==> src/rtl/acc_responder_ideal.sv <==
// acc_responder_ideal: queued accelerator responder with a fixed execute latency per request.
// Optional protocol checker on the request channel is built when ACC_RESP_CHECK_EN is defined.
module acc_responder_ideal #(
    parameter int XLEN    = 64,
    parameter int DEPTH   = 4,
    parameter int LATENCY = 3
) (
    input  logic            clk_i,
    input  logic            rst_i,
    input  logic            req_valid_i,
    output logic            req_ready_o,
    input  logic [31:0]     req_insn_i,
    input  logic [XLEN-1:0] req_rs1_i,
    input  logic [XLEN-1:0] req_rs2_i,
    input  logic [2:0]      req_trans_id_i,
    output logic            resp_valid_o,
    input  logic            resp_ready_i,
    output logic [XLEN-1:0] resp_result_o,
    output logic [2:0]      resp_trans_id_o,
    output logic            resp_error_o,
    output logic            idle_o,
    output logic [31:0]     accepted_cnt_o,
    output logic            proto_err_o
);
    // state  | meaning
    // S_IDLE | FIFO empty, nothing in execution
    // S_WAIT | head entry executing, latency counter running down
    // S_RESP | head result presented until the dispatcher takes it
    typedef enum logic [1:0] {S_IDLE, S_WAIT, S_RESP} state_t;

    localparam int PW = $clog2(DEPTH);
    localparam int CW = (LATENCY > 1) ? $clog2(LATENCY) : 1;
    localparam logic [CW-1:0] LAT_INIT = CW'(LATENCY - 1);

    state_t          state;
    logic [CW-1:0]   lat_cnt;
    logic [PW-1:0]   wr_ptr, rd_ptr;
    logic [PW:0]     count, count_next;
    logic            push, pop, full, is_op_v;

    logic [XLEN-1:0] mem_result [DEPTH];
    logic [2:0]      mem_id     [DEPTH];
    logic            mem_err    [DEPTH];

    // Only the major opcode decides legality; the upper instruction bits are ignored.
    logic unused_insn_bits;
    assign unused_insn_bits = ^req_insn_i[31:7];

    assign full        = (count == (PW+1)'(DEPTH));
    assign req_ready_o = !full;
    assign push        = req_valid_i && req_ready_o;
    assign pop         = resp_valid_o && resp_ready_i;
    assign is_op_v     = (req_insn_i[6:0] == 7'h57);
    assign idle_o      = (count == '0) && (state == S_IDLE);

    always_comb begin
        count_next = count;
        if (push && !pop)
            count_next = count + (PW+1)'(1);
        else if (!push && pop)
            count_next = count - (PW+1)'(1);
    end

    // The result is computed at acceptance; the latency is purely a timing model.
    always_ff @(posedge clk_i) begin
        if (push) begin
            mem_result[wr_ptr] <= is_op_v ? (req_rs1_i + req_rs2_i) : '0;
            mem_id[wr_ptr]     <= req_trans_id_i;
            mem_err[wr_ptr]    <= !is_op_v;
        end
    end

    always_ff @(posedge clk_i or posedge rst_i) begin
        if (rst_i) begin
            wr_ptr         <= '0;
            rd_ptr         <= '0;
            count          <= '0;
            accepted_cnt_o <= '0;
        end else begin
            count <= count_next;
            if (push) begin
                wr_ptr         <= wr_ptr + PW'(1);
                accepted_cnt_o <= accepted_cnt_o + 32'd1;
            end
            if (pop)
                rd_ptr <= rd_ptr + PW'(1);
        end
    end

    always_ff @(posedge clk_i or posedge rst_i) begin
        if (rst_i) begin
            state        <= S_IDLE;
            lat_cnt      <= '0;
            resp_valid_o <= 1'b0;
        end else begin
            case (state)
                S_IDLE: begin
                    if (count != '0) begin
                        state   <= S_WAIT;
                        lat_cnt <= LAT_INIT;
                    end
                end
                S_WAIT: begin
                    if (lat_cnt == '0) begin
                        state        <= S_RESP;
                        resp_valid_o <= 1'b1;
                    end else begin
                        lat_cnt <= lat_cnt - CW'(1);
                    end
                end
                S_RESP: begin
                    if (resp_ready_i) begin
                        resp_valid_o <= 1'b0;
                        // A push landing on the same edge counts as a remaining entry.
                        if (count_next != '0) begin
                            state   <= S_WAIT;
                            lat_cnt <= LAT_INIT;
                        end else begin
                            state <= S_IDLE;
                        end
                    end
                end
                default: begin
                    state        <= S_IDLE;
                    resp_valid_o <= 1'b0;
                end
            endcase
        end
    end

    assign resp_result_o   = resp_valid_o ? mem_result[rd_ptr] : '0;
    assign resp_trans_id_o = resp_valid_o ? mem_id[rd_ptr]     : '0;
    assign resp_error_o    = resp_valid_o ? mem_err[rd_ptr]    : 1'b0;

`ifdef ACC_RESP_CHECK_EN
    logic                    stall_q;
    logic [32+2*XLEN+3-1:0]  payload_q;
    logic [32+2*XLEN+3-1:0]  payload;

    assign payload = {req_insn_i, req_rs1_i, req_rs2_i, req_trans_id_i};

    // A stalled request must stay valid with an unchanged payload on the following cycle.
    always_ff @(posedge clk_i or posedge rst_i) begin
        if (rst_i) begin
            stall_q     <= 1'b0;
            payload_q   <= '0;
            proto_err_o <= 1'b0;
        end else begin
            stall_q   <= req_valid_i && !req_ready_o;
            payload_q <= payload;
            if (stall_q && (!req_valid_i || (payload != payload_q)))
                proto_err_o <= 1'b1;
        end
    end
`else
    assign proto_err_o = 1'b0;
`endif

endmodule

==> config.mk <==
export PLATFORM = sky130hd
export DESIGN_NAME = acc_responder_ideal
export DESIGN_NICKNAME = d
export VERILOG_FILES = /design/src/rtl/acc_responder_ideal.sv
export SDC_FILE = /design/constraint.sdc
export NUM_CORES = 1
export LEC_CHECK = 0
export CORE_MARGIN = 3
export CORE_UTILIZATION = 52
export CTS_BUF_LIST = sky130_fd_sc_hd__clkbuf_2
export CTS_CLUSTER_DIAMETER = 80
export CTS_CLUSTER_SIZE = 40
export DETAILED_ROUTE_END_ITERATION = 8
export GPL_TIMING_DRIVEN = 0
export PLACE_DENSITY = 0.78
export SYNTH_ARGS = -nofsm -noshare
export SYNTH_HDL_FRONTEND = slang
export SYNTH_SLANG_ARGS = --single-unit
==> constraint.sdc <==
create_clock -name clk_i -period 4.1 [get_ports clk_i]
set_input_delay 0.615 -clock clk_i [delete_from_list [all_inputs] [get_ports clk_i]]
set_output_delay 0.615 -clock clk_i [all_outputs]
set_load 0.01 [all_outputs]
==> reports/qor.yml, run 1 <==
status: "complete, no violations"
drt_iter0_drc: 779
worstSetupStartpointType: "register"
skew_ns: 0.133
layout-drive-gt1-share_pct: 8.76
hold_class: "input port to register"
power_leakage_nw: 6.80
combPwrFrac_pct: 44.9
synth_edf_count: 272
post-place-ws_ns: -0.730
vias_per_cell: 5.86
ir_drop_mv: 0.288
setup_viol: 0
htreeDepth: 1
cts_root_buf: "clkbuf_2"
dieArea_mm2: 0.0338
synth-main-ff-cell: "edfxtp_1"
yosys.area.top_type: "edfxtp_1"
dp_hpwl_um: 28900
placed_area_mm2: 0.0195
synthCells: 1259
clockBufferDepth: 3
remaining_drc_errors: 0
synth.yosys.warnings: 0
yosysMostFrequentCell: "edfxtp_1"
clk_latency_ns: 0.97
end_kind: "output port"
grt-ovfl-total: 0
ant_nets: 0
rows: 64
synth_fp_nets: 1499
via_count: 11300
grt_max_degree: 57
io_pins: 271
final_core_util_pct: 63.9
cap_violations: 0
async_flop_share_pct: 13.9
post_layout_nonfiller_instances: 1928
crit_fanout: 10
netlist_top_cells_count: "272 x edfxtp_1, 108 x nor2_1, 78 x a21oi_1, 78 x and2_1, 73 x nand2_1"
fin_nets: 1762
yosysUniqueCellTypes: 75
hold_viol: 0
firstDrtPassIters: 5
die_w_um: 184
switching_share_pct: 34.0
post_drt_wl_per_cell_um: 20.0
path_clk_slew_ns: 0.63
routed_wl_um: 38600
grt_usage_pct: 22.5
rsz0062_at_grt: "false"
fin_ws_ns: 0.233
grt_pass1_wl_um: 60200
gp_congestion: 0.915
antenna_found_initial: 2
p_switching_mw: 3.60
postSynthAreaPerCell_um2: 13.1
max_slew_margin_pct: 29.8
fin_crit_sh_pct: 94.3
start_util_pct: 53.2
tightest_slew_ns: 1.04
synthTopCellsByArea: "edfxtp_1 50%, mux4_2 9.3%, dfrtp_1 6.7%, ha_1 5.5%, xnor2_1 3.4%"
worstPathArrival_ns: 3.25
total_power_mw: 10.6
grt_pass1_vias: 11100
synth.ff_latch_count: 316
core_area_mm2: 0.0309
stdcell_area_mm2: 0.0198
syn_area_mm2: 0.0164
max_freq_mhz: 259
intPower_mw: 6.98
post-route-min-period_ns: 3.87
powerDensity_mw_per_mm2: 536
worstSetupPathType: "register to output port"
cts_sinks: 316
syn_to_final_growth_pct: 20.2
cts_made_buffers: 14
post-cts-setup-buffers: 0
pwr-share-seq_pct: 43.7
port_buffers: 244
clkPwrFrac_pct: 11.4
drv_slew: 0
die_h_um: 184
ys_seq_area_share_pct: 56.4
crit_required_ns: 3.48
placed_cells: 1904
cts_tree: "built"
synth_top_area_share_pct: 49.7
-- worst paths after layout --
kind / end / cells after the start / start / slack (ns)
min reg2reg: accepted_cnt_o[31]$_DFFE_PP0P_ / 1 / accepted_cnt_o[31]$_DFFE_PP0P_ / 0.50
max reg2reg: accepted_cnt_o[29]$_DFFE_PP0P_ / 12 / count[0]$_DFF_PP0_ / 0.89
min in group asynchronous: state[1]$_DFFE_PP0P_ / 3 / rst_i / 0.37
max in group asynchronous: accepted_cnt_o[13]$_DFFE_PP0P_ / 4 / rst_i / 3.21
min: mem_id[0][2]$_DFFE_PP_ / 1 / req_trans_id_i[2] / 0.20
max: resp_result_o[46] / 5 / rd_ptr[1]$_DFFE_PP0P_ / 0.23
-- metrics by stage --
stage	setup TNS, ns	hold slack, ns
floorplan	0	0.454
global placement	-332.93	0.458
detailed placement	-15.51	0.466
CTS	0	0.105
global route	0	0.0849
finish	0	0.197
-- power groups by stage --
| stage | clock network [mW] | registers (mW) | logic, mW |
|---|---|---|---|
| after floorplan | 0 | 4.61 | 2.71 |
| after global placement | 0 | 4.66 | 4.72 |
| after detailed placement | 0 | 4.65 | 4.83 |
| after CTS | 1.25 | 4.61 | 4.84 |
| after global routing | 1.36 | 4.70 | 5.11 |
| final | 1.21 | 4.62 | 4.75 |
-- layout make-up --
class | instances | area (um2)
Fill cell | 2360 | 11200
Sequential cell | 316 | 9270
Multi-Input combinational cell | 853 | 6820
Timing Repair Buffer | 250 | 2560
Tap cell | 396 | 495
Buffer | 52 | 246
Clock inverter | 9 | 148
Inverter | 35 | 131
Clock buffer | 15 | 75.1
Antenna cell | 2 | 5.00
-- layout by cell type (no fill, tap or decap), drive strengths merged, types with 55 or more instances in the layout --
cell type,count
clkbuf,55
edfxtp,272
clkdlybuf4s50,244
and2,78
xnor2,64
ha,72
mux4,68
nor2,109
a21oi,82
nand2,74
-- worst max-delay path, cell delays in order, from the launching register on --
cell and delay [ns]:
dfrtp_2 0.60, clkbuf_2 0.33, clkbuf_4 0.33, mux4_2 0.36, and2_1 0.18, clkdlybuf4s50_1 0.49
-- kinds of logic after synthesis --
family	count (synthesis)	synth area share [%]
AND/OR/NAND/NOR	370	11.3
flip-flops	316	56.4
XOR/XNOR	94	5.01
buffers and inverters	90	2.19
multiplexers	71	9.51
adder cells (fa/ha/maj)	73	5.60
AO/OA/AOI/OAI	244	9.96
other	1	0.0228
-- repair_timing --
action | CTS | global route
setup endpoints to repair | 68 | 44
endpoints found under the hold margin | 16 | 0
resized for setup | 34 | 2
hold buffers | 1 | 0
-- per-layer routing --
metal,share of wire (%),track usage [%],vias to the layer above,wire length [um]
li1,-,-,5268,-
met1,42,31.7,5544,16400
met2,49,38.5,429,18900
met3,6.9,2.59,46,2680
met4,1.7,4.45,2,663
met5,0.034,0,-,13
-- state kept, by name, indices dropped and copies added (netlist names), 3 cells and up --
register        cells
count               3
mem_id             12
mem_result        256
mem_err             4
accepted_cnt_o     32
Note: power is estimated with default switching activity, not from simulation.
==> run 2, diff against run 1 <==
REMOVE_ABC_BUFFERS = 1   (was not set)
==> reports/qor.yml, run 2 (same netlist as run 1, synthesis figures left out) <==
cts_sinks: 316  # unchanged
largest_reg_flops: 256  # unchanged
intPower_mw: 7.05  # +0.95%
layout-drive-gt1-share_pct: 8.82  # +0.057 points
worstPathArrival_ns: 3.16  # -0.09 ns
top_regs: "mem_result (256), accepted_cnt_o (32), mem_id (12)"
firstDrtPassIters: 5  # unchanged
fin_crit_sh_pct: 92.2  # -2.2 points
crit_required_ns: 3.48  # about the same
cts_made_buffers: 14  # unchanged
drv_slew: 0  # unchanged
io_pins: 271  # unchanged
path_cells: "buf_16, mux4_2, and2_1, clkdlybuf4s50_1"
fin_setup_tns_ns: 0  # unchanged
powerDensity_mw_per_mm2: 540  # +0.77%
path_clk_slew_ns: 0.65  # +0.02 ns
core_area_mm2: 0.0309  # unchanged
drt_iter0_drc: 883  # +13%
port_buffers: 244  # unchanged
hold_class: "input port to register"
htreeDepth: 1  # unchanged
crit_fanout: 41  # +31
min_delay_path_depth: 1  # unchanged
status: "complete, no violations"
skew_ns: 0.0775  # -0.0555 ns
syn_to_final_growth_pct: 19.6
min_to: "mem_id[1][0]$_DFFE_PP_"
grt_pass1_wl_um: 59400  # -1.3%
routed_wl_um: 37900  # -1.7%
clockBufferDepth: 3  # unchanged
total_power_mw: 10.6  # +0.32%
combPwrFrac_pct: 44.3  # -0.6 points
cap_violations: 0  # unchanged
max_slew_margin_pct: 20.9  # -8.9 points
pwr-share-seq_pct: 44.0  # +0.3 points
die_w_um: 184  # unchanged
antenna_found_initial: 2  # unchanged
cp_top_family: "flip-flops"
max_freq_mhz: 265  # +2.4%
end_kind: "output port"
grt_usage_pct: 22.1  # -0.40 points
setup_viol: 0  # unchanged
mostFrequentLayoutCells: "272 x edfxtp_1, 244 x clkdlybuf4s50_1, 108 x nor2_1"
grt-ovfl-total: 0  # unchanged
cts_tree: "built"
ant_nets: 0  # unchanged
grt_pass1_vias: 11200  # +0.60%
rsz0062_at_grt: "false"
clk_latency_ns: 0.98  # about the same
nFillCells: 2280  # -3.4%
worstSetupStartpointType: "register"
cts_root_buf: "clkbuf_2"
rows: 64  # unchanged
worst-path-stages: 4  # -1
r2r_start: "count[0]$_DFF_PP0_"
remaining_drc_errors: 0  # unchanged
p_switching_mw: 3.57  # -0.92%
hold_viol: 0  # unchanged
fin_nets: 1718  # -2.5%
timing.rr.end: "accepted_cnt_o[31]$_DFFE_PP0P_"
crit_buf_inv: 2  # -1
dieArea_mm2: 0.0338  # unchanged
worstSetupPathType: "register to output port"
r2r_cells: 12  # unchanged
via_count: 11100  # -2.1%
switching_share_pct: 33.6  # -0.42 points
post_layout_nonfiller_instances: 1883  # -2.3%
vias_per_cell: 5.87  # +0.23%
die_h_um: 184  # unchanged
regArea_mm2: 0.00928  # about the same
gp_congestion: 0.872  # -4.7%
post-route-min-period_ns: 3.78  # -0.0889 ns
placed_cells: 1852  # -2.7%
start_util_pct: 53.2  # unchanged
final_core_util_pct: 63.6  # -0.29 points
power_leakage_nw: 6.77  # -0.45%
reg2reg_slack_ns: 0.49  # -0.40 ns
cp_slowest_cell: "dfrtp_4"
min_from: "req_trans_id_i[0]"
top_register: "mem_result"
layout_commonest_cell: "edfxtp_1"
tightest_slew_ns: 1.18  # +0.139 ns
max_stage_delay_ns: 0.86  # +0.26 ns
clkPwrFrac_pct: 11.6  # +0.2 points
dp_hpwl_um: 26900  # -6.9%
grt_max_degree: 53  # -7.0%
multi_input_area_mm2: 0.00683  # about the same
post_drt_wl_per_cell_um: 20.1  # +0.64%
ir_drop_mv: 0.370  # +29%
run 2: changes by cell type in the layout (fill, tap and decap cells not counted), sizes merged:
cell / change
buf: -4
clkbuf: -39
clkinv: -1
clkinvlp: -1
diode: -1
inv: +1
run 2: power by group through the flow:
stage               clock, mW  sequential [mW]  combinational, mW
floorplan                   0             4.89               2.44
global placement            0             5.14               4.30
detailed placement          0             4.87               4.59
CTS                      1.27             4.69               4.78
global route             1.38             4.77               5.06
finish                   1.23             4.67               4.71
run 2: layout make-up:
type	instances	share of cell area [%]
Sequential cell	316	47.2
Multi-Input combinational cell	853	34.7
Timing Repair Buffer	258	13.8
Tap cell	396	2.52
Clock inverter	8	0.732
Inverter	35	0.675
Clock buffer	16	0.407
Antenna cell	1	0.0127
run 2: metal layers:
metal	vias up	global-route usage (%)	share of wire (%)
li1	5187	-	-
met1	5413	30.9	43
met2	405	38.5	50
met3	44	2.12	6.0
met4	2	4.20	1.5
met5	-	0	0.034
run 2: worst max path at each step:
stage / to / slack (ns) / from
floorplan: resp_error_o / -0.10 / rd_ptr[0]$_DFFE_PP0P_
global placement: mem_result[0][62]$_DFFE_PP_ / -1.87 / req_insn_i[5]
detailed placement: mem_result[3][60]$_DFFE_PP_ / -0.91 / req_rs1_i[0]
CTS: resp_result_o[33] / 0.19 / rd_ptr[1]$_DFFE_PP0P_
global route: resp_result_o[39] / 0.12 / rd_ptr[1]$_DFFE_PP0P_
finish: resp_result_o[33] / 0.32 / rd_ptr[1]$_DFFE_PP0P_
run 2: stage by stage:
step / hold slack [ns] / setup WS [ns] / instance area [um2]
6_report: 0.156 / 0.322 / 19700
5_1_grt: 0.0311 / 0.125 / 19700
3_5_place_dp: 0.481 / -0.908 / 19400
4_1_cts: 0.0680 / 0.192 / 19600
2_1_floorplan: 0.454 / -0.103 / 16200
3_3_place_gp: 0.461 / -1.87 / 19100
run 2: timing repair:
action,in CTS,in global routing
setup endpoints to repair,38,8
buffers inserted,4,0
pin swaps,0,0
hold buffers,1,0
gates resized for setup,0,1
hold endpoints to repair,7,0
